`config.mk`:
```
export PLATFORM = sky130hd
export DESIGN_NAME = extbus_arb_seq_flat
export DESIGN_NICKNAME = d
export VERILOG_FILES = /design/src/rtl/extbus_pkg.sv /design/src/rtl/extbus_arb_seq_if.sv /design/src/rtl/extbus_arb2.sv /design/src/rtl/extbus_arb_seq.sv /design/src/flat_wrapper.sv
export SDC_FILE = /design/constraint.sdc
export NUM_CORES = 1
export LEC_CHECK = 0
export BUFFER_PORTS_ARGS = -buffer_cell sky130_fd_sc_hd__buf_2
export CAP_MARGIN = 0
export CORE_MARGIN = 1
export CORE_UTILIZATION = 35
export CTS_CLUSTER_DIAMETER = 120
export CTS_CLUSTER_SIZE = 30
export DETAILED_ROUTE_END_ITERATION = 7
export PLACE_DENSITY_LB_ADDON = 0.05
export SKIP_LAST_GASP = 1
export SLEW_MARGIN = 10
export SYNTH_ARGS = -nofsm -noshare
export SYNTH_HDL_FRONTEND = slang
export SYNTH_SLANG_ARGS = --single-unit
```
`constraint.sdc`:
```
create_clock -name clk -period 2.34 [get_ports clk]
set_input_delay 0.234 -clock clk [delete_from_list [all_inputs] [get_ports clk]]
set_output_delay 0.234 -clock clk [all_outputs]
set_load 0.05 [all_outputs]
```
`src/rtl/extbus_pkg.sv`:
```
// Shared types and constants for the external pad bus arbiter/sequencer.
package extbus_pkg;

    localparam int DEF_ADDR_W = 64;
    localparam int DEF_DATA_W = 64;
    localparam int BUS_W      = 8;
    localparam int NBA        = DEF_ADDR_W / BUS_W;
    localparam int NBD        = DEF_DATA_W / BUS_W;

    typedef enum logic [2:0] {
        IDLE,
        ADDR,
        CMD,
        DATA,
        DONE
    } state_t;

    // Command byte: bit 0 set marks a write, clear marks a read.
    localparam logic [7:0] CMD_WRITE = 8'h01;
    localparam logic [7:0] CMD_READ  = 8'h00;

    function automatic logic [7:0] cmd_byte(input logic rw);
        return rw ? CMD_READ : CMD_WRITE;
    endfunction

endpackage

```
`src/rtl/extbus_arb_seq_if.sv`:
```
// Requester-side handshake plus pad-side byte bus of the external bus sequencer.
interface extbus_arb_seq_if #(
    parameter int ADDR_W = extbus_pkg::DEF_ADDR_W,
    parameter int DATA_W = extbus_pkg::DEF_DATA_W,
    parameter int BUS_W  = extbus_pkg::BUS_W
);
    logic [1:0]        req_i;
    logic [1:0]        rw_i;
    logic [ADDR_W-1:0] addr0_i;
    logic [ADDR_W-1:0] addr1_i;
    logic [DATA_W-1:0] wdata0_i;
    logic [DATA_W-1:0] wdata1_i;
    logic [1:0]        gnt_o;
    logic [1:0]        done_o;
    logic [DATA_W-1:0] rdata_o;
    logic              busy_o;
    logic [BUS_W-1:0]  pad_addr_o;
    logic [BUS_W-1:0]  pad_dout_o;
    logic [BUS_W-1:0]  pad_din_i;
    logic [BUS_W-1:0]  pad_oe_o;

    // The sequencer itself.
    modport slave (
        input  req_i, rw_i, addr0_i, addr1_i, wdata0_i, wdata1_i, pad_din_i,
        output gnt_o, done_o, rdata_o, busy_o, pad_addr_o, pad_dout_o, pad_oe_o
    );

    // Requesters and pad side together.
    modport master (
        output req_i, rw_i, addr0_i, addr1_i, wdata0_i, wdata1_i, pad_din_i,
        input  gnt_o, done_o, rdata_o, busy_o, pad_addr_o, pad_dout_o, pad_oe_o
    );
endinterface

```
`src/rtl/extbus_arb2.sv`:
```
// Two-way arbiter: fixed port0 priority, or round-robin when EXTBUS_RR_EN is defined.
module extbus_arb2 (
    input  logic [1:0] req,
    input  logic       last,
    output logic [1:0] win
);
`ifdef EXTBUS_RR_EN
    // last = 1 means port1 was granted most recently, so port0 wins a tie.
    always_comb begin
        win = '0;
        if (req == 2'b11) begin
            win = last ? 2'b01 : 2'b10;
        end else begin
            win = req;
        end
    end
`else
    logic unused_last;
    assign unused_last = last;

    always_comb begin
        win = '0;
        if (req[0]) begin
            win = 2'b01;
        end else if (req[1]) begin
            win = 2'b10;
        end
    end
`endif
endmodule

```
`src/rtl/extbus_arb_seq.sv`:
```
// Arbitrates two requesters onto the byte-wide pad bus and serialises ADDR, CMD, DATA phases.
// EXTBUS_RR_EN selects round-robin arbitration instead of fixed port0 priority.
module extbus_arb_seq #(
    parameter int ADDR_W = extbus_pkg::DEF_ADDR_W,
    parameter int DATA_W = extbus_pkg::DEF_DATA_W,
    parameter int BUS_W  = extbus_pkg::BUS_W
) (
    input  logic              clk,
    input  logic              rst_n,
    extbus_arb_seq_if.slave   bus
);
    import extbus_pkg::*;

    localparam int NBA_L = ADDR_W / BUS_W;
    localparam int NBD_L = DATA_W / BUS_W;
    localparam int NMAX  = (NBA_L > NBD_L) ? NBA_L : NBD_L;
    localparam int IDX_W = (NMAX > 1) ? $clog2(NMAX) : 1;

    state_t             state_reg, state_next;
    logic [IDX_W-1:0]   idx_reg, idx_next;
    logic [1:0]         win_reg;
    logic               rw_reg;
    logic [ADDR_W-1:0]  addr_reg;
    logic [DATA_W-1:0]  wdata_reg;
    logic [DATA_W-BUS_W-1:0] shift_reg;
    logic [DATA_W-1:0]  rdata_reg;
    logic [1:0]         win;
    logic               last_grant;

    logic [1:0]         gnt, done;
    logic               busy;
    logic [BUS_W-1:0]   pad_addr, pad_dout, pad_oe;

    logic [BUS_W-1:0]   addr_bytes  [NBA_L];
    logic [BUS_W-1:0]   wdata_bytes [NBD_L];

    wire start     = (state_reg == IDLE) && (|bus.req_i);
    wire addr_last = (idx_reg == IDX_W'(NBA_L - 1));
    wire data_last = (idx_reg == IDX_W'(NBD_L - 1));

    extbus_arb2 u_arb (
        .req  (bus.req_i),
        .last (last_grant),
        .win  (win)
    );

`ifdef EXTBUS_RR_EN
    logic last_reg;
    always_ff @(posedge clk or negedge rst_n) begin
        if (!rst_n) begin
            last_reg <= 1'b0;
        end else if (start) begin
            last_reg <= win[1];
        end
    end
    assign last_grant = last_reg;
`else
    assign last_grant = 1'b0;
`endif

    generate
        for (genvar gi = 0; gi < NBA_L; gi++) begin : g_addr_byte
            assign addr_bytes[gi] = addr_reg[gi*BUS_W +: BUS_W];
        end
        for (genvar gi = 0; gi < NBD_L; gi++) begin : g_wdata_byte
            assign wdata_bytes[gi] = wdata_reg[gi*BUS_W +: BUS_W];
        end
    endgenerate

    always_ff @(posedge clk or negedge rst_n) begin
        if (!rst_n) begin
            state_reg <= IDLE;
            idx_reg   <= '0;
        end else begin
            state_reg <= state_next;
            idx_reg   <= idx_next;
        end
    end

    always_comb begin
        state_next = state_reg;
        idx_next   = idx_reg;
        gnt        = '0;
        done       = '0;
        busy       = (state_reg != IDLE);
        pad_addr   = '0;
        pad_dout   = '0;
        pad_oe     = '0;
        case (state_reg)
            IDLE: begin
                if (start) begin
                    state_next = ADDR;
                    idx_next   = '0;
                end
            end
            ADDR: begin
                gnt      = win_reg;
                pad_addr = addr_bytes[idx_reg];
                if (int'(idx_reg) < NBD_L) begin
                    pad_dout = wdata_bytes[idx_reg];
                end
                if (addr_last) begin
                    state_next = CMD;
                    idx_next   = '0;
                end else begin
                    idx_next = idx_reg + 1'b1;
                end
            end
            CMD: begin
                gnt        = win_reg;
                pad_addr   = BUS_W'(cmd_byte(rw_reg));
                state_next = DATA;
                idx_next   = '0;
            end
            DATA: begin
                gnt = win_reg;
                if (data_last) begin
                    state_next = DONE;
                    idx_next   = '0;
                end else begin
                    idx_next = idx_reg + 1'b1;
                end
            end
            DONE: begin
                done       = win_reg;
                state_next = IDLE;
            end
            default: begin
                state_next = IDLE;
                idx_next   = '0;
            end
        endcase
        if (gnt != 2'b00) begin
            pad_oe = {BUS_W{~rw_reg}};
        end
    end

    // Read bytes arrive MSB first; the assembled word is published only on the last byte.
    always_ff @(posedge clk or negedge rst_n) begin
        if (!rst_n) begin
            win_reg   <= '0;
            rw_reg    <= 1'b0;
            addr_reg  <= '0;
            wdata_reg <= '0;
            shift_reg <= '0;
            rdata_reg <= '0;
        end else begin
            if (start) begin
                win_reg <= win;
                if (win[1]) begin
                    rw_reg    <= bus.rw_i[1];
                    addr_reg  <= bus.addr1_i;
                    wdata_reg <= bus.wdata1_i;
                end else begin
                    rw_reg    <= bus.rw_i[0];
                    addr_reg  <= bus.addr0_i;
                    wdata_reg <= bus.wdata0_i;
                end
            end
            if (state_reg == DATA && rw_reg) begin
                if (data_last) begin
                    rdata_reg <= {shift_reg, bus.pad_din_i};
                end else begin
                    shift_reg <= {shift_reg[DATA_W-2*BUS_W-1:0], bus.pad_din_i};
                end
            end
        end
    end

    assign bus.gnt_o      = gnt;
    assign bus.done_o     = done;
    assign bus.busy_o     = busy;
    assign bus.rdata_o    = rdata_reg;
    assign bus.pad_addr_o = pad_addr;
    assign bus.pad_dout_o = pad_dout;
    assign bus.pad_oe_o   = pad_oe;

endmodule
```
`src/flat_wrapper.sv`:
```
// flat-port wrapper written by rule: the top's interface ports become plain ports
module extbus_arb_seq_flat import extbus_pkg::*;
#(
    parameter int ADDR_W = extbus_pkg::DEF_ADDR_W,
    parameter int DATA_W = extbus_pkg::DEF_DATA_W,
    parameter int BUS_W  = extbus_pkg::BUS_W
)
  (clk, rst_n, bus_req_i, bus_rw_i, bus_addr0_i, bus_addr1_i, bus_wdata0_i, bus_wdata1_i, bus_pad_din_i, bus_gnt_o, bus_done_o, bus_rdata_o, bus_busy_o, bus_pad_addr_o, bus_pad_dout_o, bus_pad_oe_o);
  extbus_arb_seq_if #(.ADDR_W(ADDR_W), .DATA_W(DATA_W), .BUS_W(BUS_W)) bus_i ();
  input  logic clk;
  input  logic rst_n;
  input wire logic [$bits(bus_i.req_i)-1:0] bus_req_i;
  input wire logic [$bits(bus_i.rw_i)-1:0] bus_rw_i;
  input wire logic [$bits(bus_i.addr0_i)-1:0] bus_addr0_i;
  input wire logic [$bits(bus_i.addr1_i)-1:0] bus_addr1_i;
  input wire logic [$bits(bus_i.wdata0_i)-1:0] bus_wdata0_i;
  input wire logic [$bits(bus_i.wdata1_i)-1:0] bus_wdata1_i;
  input wire logic [$bits(bus_i.pad_din_i)-1:0] bus_pad_din_i;
  output wire logic [$bits(bus_i.gnt_o)-1:0] bus_gnt_o;
  output wire logic [$bits(bus_i.done_o)-1:0] bus_done_o;
  output wire logic [$bits(bus_i.rdata_o)-1:0] bus_rdata_o;
  output wire logic [$bits(bus_i.busy_o)-1:0] bus_busy_o;
  output wire logic [$bits(bus_i.pad_addr_o)-1:0] bus_pad_addr_o;
  output wire logic [$bits(bus_i.pad_dout_o)-1:0] bus_pad_dout_o;
  output wire logic [$bits(bus_i.pad_oe_o)-1:0] bus_pad_oe_o;
  assign bus_i.req_i = bus_req_i;
  assign bus_i.rw_i = bus_rw_i;
  assign bus_i.addr0_i = bus_addr0_i;
  assign bus_i.addr1_i = bus_addr1_i;
  assign bus_i.wdata0_i = bus_wdata0_i;
  assign bus_i.wdata1_i = bus_wdata1_i;
  assign bus_i.pad_din_i = bus_pad_din_i;
  assign bus_gnt_o = bus_i.gnt_o;
  assign bus_done_o = bus_i.done_o;
  assign bus_rdata_o = bus_i.rdata_o;
  assign bus_busy_o = bus_i.busy_o;
  assign bus_pad_addr_o = bus_i.pad_addr_o;
  assign bus_pad_dout_o = bus_i.pad_dout_o;
  assign bus_pad_oe_o = bus_i.pad_oe_o;
  extbus_arb_seq #(.ADDR_W(ADDR_W), .DATA_W(DATA_W), .BUS_W(BUS_W)) u_core (.clk(clk), .rst_n(rst_n), .bus(bus_i));
endmodule
```
==> key figures, run 1 <==
Run status
  • Status: finished, violations left
  • Failing checks: negative setup slack

Final layout
  • Final Cell Area: 0.01565 mm²
  • Fillers: roughly 3500
  • Final nets: 1417
  • P&R area growth vs syn: 20.69%
  • Storage element area: roughly 0.0064 mm²
  • # diodes: 0
  • Layout cell share with drive strength beyond 1: a little under three quarters
  • Commonest non-fill, non-tap cell in the layout: buf_2
  • Footprint of the multi-input gates: 0.005962 mm²
  • Commonest non-fill, non-tap cells in the layout: buf_2, mux2_2, dfrtp_1

Synthesis
  • Syn Inst Count: approximately 800
  • Asr flop ratio synth: 100.0%
  • Sequential area share after synthesis: 49.60%
  • Number of distinct library cells after synthesis: 32
  • Syn nets: 1068
  • Mapped Avg Cell Area: 16.29 µm²
  • Main synth FF type: dfrtp_1
  • Yosys top cell area share: 49.60%
  • Ys Warns: 0
  • Synth area leaders: dfrtp_1, mux2_2, mux2_4
  • Post-synth EDFFs: 0
  • Synthesized flop and latch total: between 200 and 300
  • Post-synth top area cell: dfrtp_1
  • Post-Syn Area: 0.01297 mm²

Worst hold path
  • WHS Path Cells: 3
  • Min-Delay Endpoint: u_core.win_reg[0]$_DFFE_PN0P_
  • Hold Path Class: in2reg
  • Hold Crit Start: bus_req_i[1]

Setup path
  • Reg-to-reg slack, setup: 200 ps
  • Crit-path max FO: 12
  • Setup crit start kind: flop
  • CP endpoint kind: output port
  • Crit Path Category: reg2out
  • R2R depth: 5
  • CP Data Arrival Time: ~2200 ps
  • CP required: ~2100 ps
  • Reg-to-Reg Start: u_core.idx_reg[0]$_DFFE_PN0P_
  • Worst reg2reg path endpoint: u_core.shift_reg[55]$_DFFE_PN0P_

Timing
  • Worst Max-Slew Pin Slew: 509.4 ps
  • Final min period: 2399 ps
  • Setup Skew: 10.37 ps
  • Max-slew violations: 0
  • Setup ws final: -58.70 ps
  • Post-route clock period utilization: 102.5%
  • Final hold vios: 0
  • # setup viols final: 16
  • Maximum clock frequency: between 0.4 and 0.5 GHz
  • RSZ-0062 raised after global routing: yes
  • Slew margin rel.: 65.91%

Global route
  • Antenna violations before repair: 0
  • Largest net degree at the start of global routing: 75
  • Grt total ovfl: 0
  • GRT Resource Usage Total: 16.35%
  • Vias in the first global route: 8158
  • First-pass GRT wire length: 48.25 mm

Route
  • WL final: ~30 mm
  • DRT Pass-1 Iters: 4
  • Wire per inst: ~19 µm
  • Iteration-0 DRC Markers: 222
  • Drt via density: 4.643
  • Antenna Nets Post-Route: 0
  • Vias: 7498
  • DRC: 0

Floorplanning
  • Row Count: 70
  • I/O pin count: 363
  • Starting Density: 35.50%
  • Core Footprint: 0.03652 mm²
  • Die W: 194.5 µm
  • Vert. Die Dim: 194.5 µm
  • Die area: 0.03782 mm²

Place
  • DP Worst Slack: between 200 and 300 ps
  • Placer Congestion: slightly below 0.7
  • Placed Area: ~0.015 mm²
  • DP Wirelength: 21.99 mm
  • Port Buf Inserts: 362

Clocking
  • Worst skew pair latency: 490 ps
  • Clk root buf: clkbuf_16
  • Reg clk slew, reported paths: 110 ps
  • Sink Count: 257
  • CTS tree: done
  • CTS max path bufs: 3
  • Htree depth: 1
  • TritonCTS buffer count: 12

Pwr
  • Cell leakage power: 7.644 nW
  • Peak supply drop: 0.5969 mV
  • Int Power: 12.08 mW
  • Comb pwr share: 49.3%
  • Switching Fraction: 38.91%
  • Seq pwr share: 37.7%
  • Power Density: 1263 mW/mm²
  • Clk pwr share: 12.9%
  • Switching pwr: 7.694 mW

Job
  • Max Cap Viol: 0
-- power groups by stage --
stage | clock, mW | combinational [mW] | sequential (mW)
final | 2.56 | 9.76 | 7.46
after global routing | 2.82 | 10.4 | 7.73
after floorplan | 0 | 7.29 | 7.90
after CTS | 2.72 | 9.89 | 7.46
after global placement | 0 | 9.75 | 7.53
after detailed placement | 0 | 9.81 | 7.55
-- critical path: stages, from the launching register on --
cell and delay (ps):
dfrtp_2 480, buf_12 200, mux4_2 570, mux2i_1 150, nor2_1 50, buf_2 220
-- per-layer routing --
layer / routed length (µm) / GRT usage, % / share of wire, % / vias to the layer above
li1: - / - / - / 3600
met3: 1319 / 2.429 / 4.3 / 16
met4: 383 / 2.587 / 1.2 / 0
met2: 14200 / 26.26 / 46 / 213
met1: 14890 / 23.68 / 48 / 3669
met5: 0 / 0 / 0 / -
-- worst max-delay path by stage --
| stage | startpoint | endpoint | depth (start not counted) |
|---|---|---|---|
| global placement | u_core.idx_reg[0]$_DFFE_PN0P_ | u_core.shift_reg[7]$_DFFE_PN0P_ | 5 |
| global route | u_core.idx_reg[0]$_DFFE_PN0P_ | bus_pad_dout_o[6] | 5 |
| finish | u_core.idx_reg[0]$_DFFE_PN0P_ | bus_pad_dout_o[6] | 5 |
| floorplan | u_core.idx_reg[0]$_DFFE_PN0P_ | bus_pad_addr_o[0] | 4 |
| CTS | u_core.idx_reg[0]$_DFFE_PN0P_ | bus_pad_addr_o[0] | 5 |
| detailed placement | u_core.idx_reg[0]$_DFFE_PN0P_ | u_core.shift_reg[7]$_DFFE_PN0P_ | 5 |
-- logic make-up after synthesis --
group                    after synthesis  share of synthesized area (%)
AO/OA/AOI/OAI                         10                         0.6080
XOR/XNOR                               1                        0.06756
adder cells (fa/ha/maj)                2                         0.1930
buffers and inverters                 62                          4.661
flip-flops                           257                          49.60
multiplexers                         425                          43.05
AND/OR/NAND/NOR                       39                          1.824
-- layout make-up --
class	instances	area share, %
clock buffer	14	2.103
clock inverter	2	0.2639
inverter	1	0.02399
multi-input combinational	477	38.10
sequential	257	41.12
tap	468	3.742
timing repair buffer	396	14.65
-- Yosys cell counts (4+ instances only) --
| cell type | n |
|---|---|
| clkbuf_1 | 7 |
| buf_12 | 5 |
| dfrtp_1 | 257 |
| mux2_2 | 255 |
| mux4_2 | 31 |
| nor2_1 | 20 |
| buf_6 | 27 |
| mux2_4 | 124 |
| a22o_1 | 4 |
| mux2i_1 | 15 |
| buf_2 | 7 |
| buf_4 | 12 |
-- repair_timing --
action / in CTS / in global routing
pin swaps: 1 / 0
buffers inserted: 1 / 0
hold buffers: 10 / 0
resized for setup: 2 / 3
endpoints found under the setup margin: 24 / 24
gates cloned: 0 / 1
endpoints found under the hold margin: 70 / 0
-- per-stage QoR --
step                hold WS (ps)  TNS [ps]  total power [mW]  utilization [%]  cells
floorplan                 -61.59         0             15.19                -    796
global placement           200.5         0             17.27            41.44   1587
detailed placement         207.5         0             17.36            41.44   1587
CTS                        42.09     -1559             20.08            42.76   1614
global route               67.16     -2644             20.96            42.85   1615
finish                     70.01    -547.4             19.77            42.85   1615
No activity file was read; power rests on OpenSTA's default activity.
==> run 2, diff against run 1 <==
--- a/config.mk
+++ b/config.mk
@@ -5,8 +5,11 @@
 export SDC_FILE = /design/constraint.sdc
 export NUM_CORES = 1
 export LEC_CHECK = 0
+export ABC_AREA = 1
 export BUFFER_PORTS_ARGS = -buffer_cell sky130_fd_sc_hd__buf_2
 export CAP_MARGIN = 0
+export CELL_PAD_IN_SITES_DETAIL_PLACEMENT = 0
+export CELL_PAD_IN_SITES_GLOBAL_PLACEMENT = 1
 export CORE_MARGIN = 1
 export CORE_UTILIZATION = 35
 export CTS_CLUSTER_DIAMETER = 120
==> run 2 against run 1 <==
Against the previous run:
- the run now ends clean
- via count up 50%
- sequential share of layout area fell by 1.1 points
- design area grew 2.8%
- utilization rose by 1.2 points
- register-to-register slack improved by 110 ps
- synthesized area is 0.12% lower
- synthesized cell count increased by 100%
==> key figures, run 2 <==
Run status
  • Status: completed

Timing
  • Max-slew violations: 0 (unchanged)
  • Slew margin rel.: 66.75% (+0.84 points)
  • Setup Skew: 19.56 ps (+9.190 ps)
  • Final hold vios: 0 (unchanged)
  • # setup viols final: 0 (-16)
  • Maximum clock frequency: 0.4395 GHz (+5.4%)
  • Fin Setup TNS: 0 ps (+547.4 ps)
  • Final min period: 2275 ps (-123.5 ps)
  • RSZ-0062 raised after global routing: yes
  • Post-route clock period utilization: 97.23% (-5.3 points)
  • Setup ws final: 64.79 ps (+123.5 ps)
  • Worst Max-Slew Pin Slew: 498.7 ps (-10.71 ps)

Final layout
  • Commonest non-fill, non-tap cells in the layout: nand2_1, buf_2, inv_1
  • P&R area growth vs syn: 24.19%
  • # diodes: 0 (unchanged)
  • Fillers: 3821 (+9.8%)
  • Storage element area: 0.006439 mm² (about the same)
  • Footprint of the multi-input gates: 0.004682 mm² (-21%)
  • Final Cell Area: 0.01608 mm² (+2.8%)
  • Layout cell share with drive strength beyond 1: 23.18% (-49 points)
  • Commonest non-fill, non-tap cell in the layout: nand2_1
  • Final nets: 2230 (+57%)

Synthesis
  • Syn Inst Count: 1620 (+100%)
  • Post-synth top area cell: dfrtp_1
  • Yosys top cell area share: 49.66% (+0.058 points)
  • Synth cell count leaders: nand2_1, inv_1, dfrtp_1
  • Post-Syn Area: 0.01295 mm² (-0.12%)
  • Synth area leaders: dfrtp_1, nand2_1, inv_1
  • Most common cell in the synthesized netlist: nand2_1
  • Post-synth EDFFs: 0 (unchanged)
  • Sequential area share after synthesis: 49.66% (+0.058 points)
  • Number of distinct library cells after synthesis: 25 (-22%)
  • Main synth FF type: dfrtp_1
  • Asr flop ratio synth: 100.0% (unchanged)
  • Mapped Avg Cell Area: 7.995 µm² (-51%)
  • Syn nets: 1892 (+77%)
  • Ys Warns: 0 (unchanged)
  • Synthesized flop and latch total: 257 (unchanged)

Floorplanning
  • I/O pin count: 363 (unchanged)
  • Die area: 0.03778 mm² (-0.12%)
  • Vert. Die Dim: 194.4 µm (about the same)
  • Starting Density: 35.46% (-0.041 points)
  • Die W: 194.4 µm (about the same)
  • Row Count: 70 (unchanged)
  • Core Footprint: 0.03652 mm² (unchanged)

Global route
  • Vias in the first global route: 11020 (+35%)
  • Antenna violations before repair: 0 (unchanged)
  • Grt total ovfl: 0 (unchanged)
  • GRT Resource Usage Total: 19.54% (+3.2 points)
  • First-pass GRT wire length: 58.81 mm (+22%)
  • Largest net degree at the start of global routing: 113 (+51%)

Job
  • Max Cap Viol: 0 (unchanged)

Pwr
  • Cell leakage power: 8.565 nW (+12%)
  • Power Density: 1251 mW/mm² (-0.99%)
  • Peak supply drop: 0.6365 mV (+6.6%)

Route
  • WL final: 37.03 mm (+20%)
  • DRT Pass-1 Iters: 4 (unchanged)
  • Iteration-0 DRC Markers: 572 (+160%)
  • Drt via density: 4.649 (+0.14%)
  • DRC: 0 (unchanged)
  • Antenna Nets Post-Route: 0 (unchanged)
  • Vias: 11280 (+50%)
  • Wire per inst: 15.26 µm (-20%)

Clocking
  • CTS max path bufs: 3 (unchanged)
  • CTS tree: done
  • Clk root buf: clkbuf_16
  • Htree depth: 1 (unchanged)
  • Reg clk slew, reported paths: 120 ps (about the same)
  • Sink Count: 257 (unchanged)
  • Worst skew pair latency: 490 ps (about the same)
  • TritonCTS buffer count: 12 (unchanged)

Setup path
  • Setup crit start kind: flop
  • Crit-path max FO: 17 (+5)
  • CP endpoint kind: output port
  • CP Data Arrival Time: 2040 ps (-120 ps)
  • R2R depth: 8 (+3)
  • CP required: 2110 ps (about the same)
  • Crit Path Category: reg2out

Place
  • DP Worst Slack: 278.5 ps (+20.60 ps)
  • DP Wirelength: 26.99 mm (+23%)
  • Placed Area: 0.01520 mm² (+0.44%)
  • Port Buf Inserts: 362 (unchanged)
  • Placer Congestion: 0.7709 (+11%)

Worst hold path
  • Hold Path Class: in2reg
  • WHS Path Cells: 3 (unchanged)
[run 2: changes by cell type after synthesis, sizes merged, moves of 57 or more]
cell / previous run / this run
nand2: 2 / 411
mux2: 379 / 0
inv: 1 / 302
o21ai: 0 / 268
o211ai: 0 / 144
nand3: 0 / 57
[run 2: cells by family (layout without fill, tap and decap cells)]
logic type / after synthesis / in the layout / share of synthesized area, %
compound gates: 429 / 429 / 19.75
fa+ha+maj: 2 / 2 / 0.1932
simple gates: 510 / 510 / 15.77
buf+inv: 422 / 761 / 14.64
flops: 257 / 257 / 49.66
[run 2: cell type report]
class / count / area share [%]
inverter: 304 / 7.094
timing repair buffer: 442 / 17.98
clock buffer: 14 / 2.046
tap: 468 / 3.641
clock inverter: 1 / 0.1011
sequential: 257 / 40.03
multi-input combinational: 941 / 29.11
[run 2: what timing repair did]
action	4_1_cts	5_1_grt
pin swaps	0	3
setup endpoints to repair	16	22
gates resized for setup	5	39
setup buffers	6	0
endpoints found under the hold margin	93	0
hold buffers	38	0
[run 2: critical path, cell delays in order (launching register included)]
cell     delay, ps
dfrtp_4        560
buf_6          180
a21oi_1        190
o21ai_0        110
nand2_1        120
nor2_1          60
nor2_2         150
buf_12         160
[run 2: worst paths after layout]
kind	startpoint	to	slack [ps]
worst max-delay path	u_core.idx_reg[0]$_DFFE_PN0P_	bus_pad_addr_o[5]	60
worst min-delay path	bus_pad_din_i[5]	u_core.bus.rdata_o[5]$_DFFE_PN0P_	5
worst max register to register	u_core.idx_reg[0]$_DFFE_PN0P_	u_core.shift_reg[2]$_DFFE_PN0P_	310
worst min register to register	u_core.bus.rdata_o[2]$_DFFE_PN0P_	u_core.bus.rdata_o[2]$_DFFE_PN0P_	490
max in group asynchronous	rst_n	u_core.wdata_reg[43]$_DFFE_PN0P_	1300
min in group asynchronous	rst_n	u_core.bus.rdata_o[52]$_DFFE_PN0P_	260
[run 2: per-stage QoR]
stage | utilization [%] | hold slack, ps | cells | power (mW)
6_report | 44.04 | 4.862 | 2427 | 20.12
5_1_grt | 44.04 | 11.82 | 2427 | 21.78
4_1_cts | 43.81 | 0.6736 | 2427 | 20.19
3_5_place_dp | 41.62 | 218.4 | 2368 | 17.46
3_3_place_gp | 41.62 | 221.3 | 2368 | 17.38
2_1_floorplan | - | -61.59 | 1620 | 14.34
[run 2: where the power goes]
group          internal, mW  switching, mW
registers              6.32          0.863
clock network          1.03           1.43
logic                  3.37           7.12
total                  10.7           9.41
[run 2: layer usage]
layer / routed length, µm / track usage (%) / vias to the layer above / part of all wire, %
met1: 16510 / 25.38 / 5217 / 45
li1: - / - / 5803 / -
met5: 0 / 0 / - / 0
met3: 1710 / 3.262 / 25 / 4.6
met2: 18250 / 34.23 / 239 / 49
met4: 558 / 3.880 / 0 / 1.5
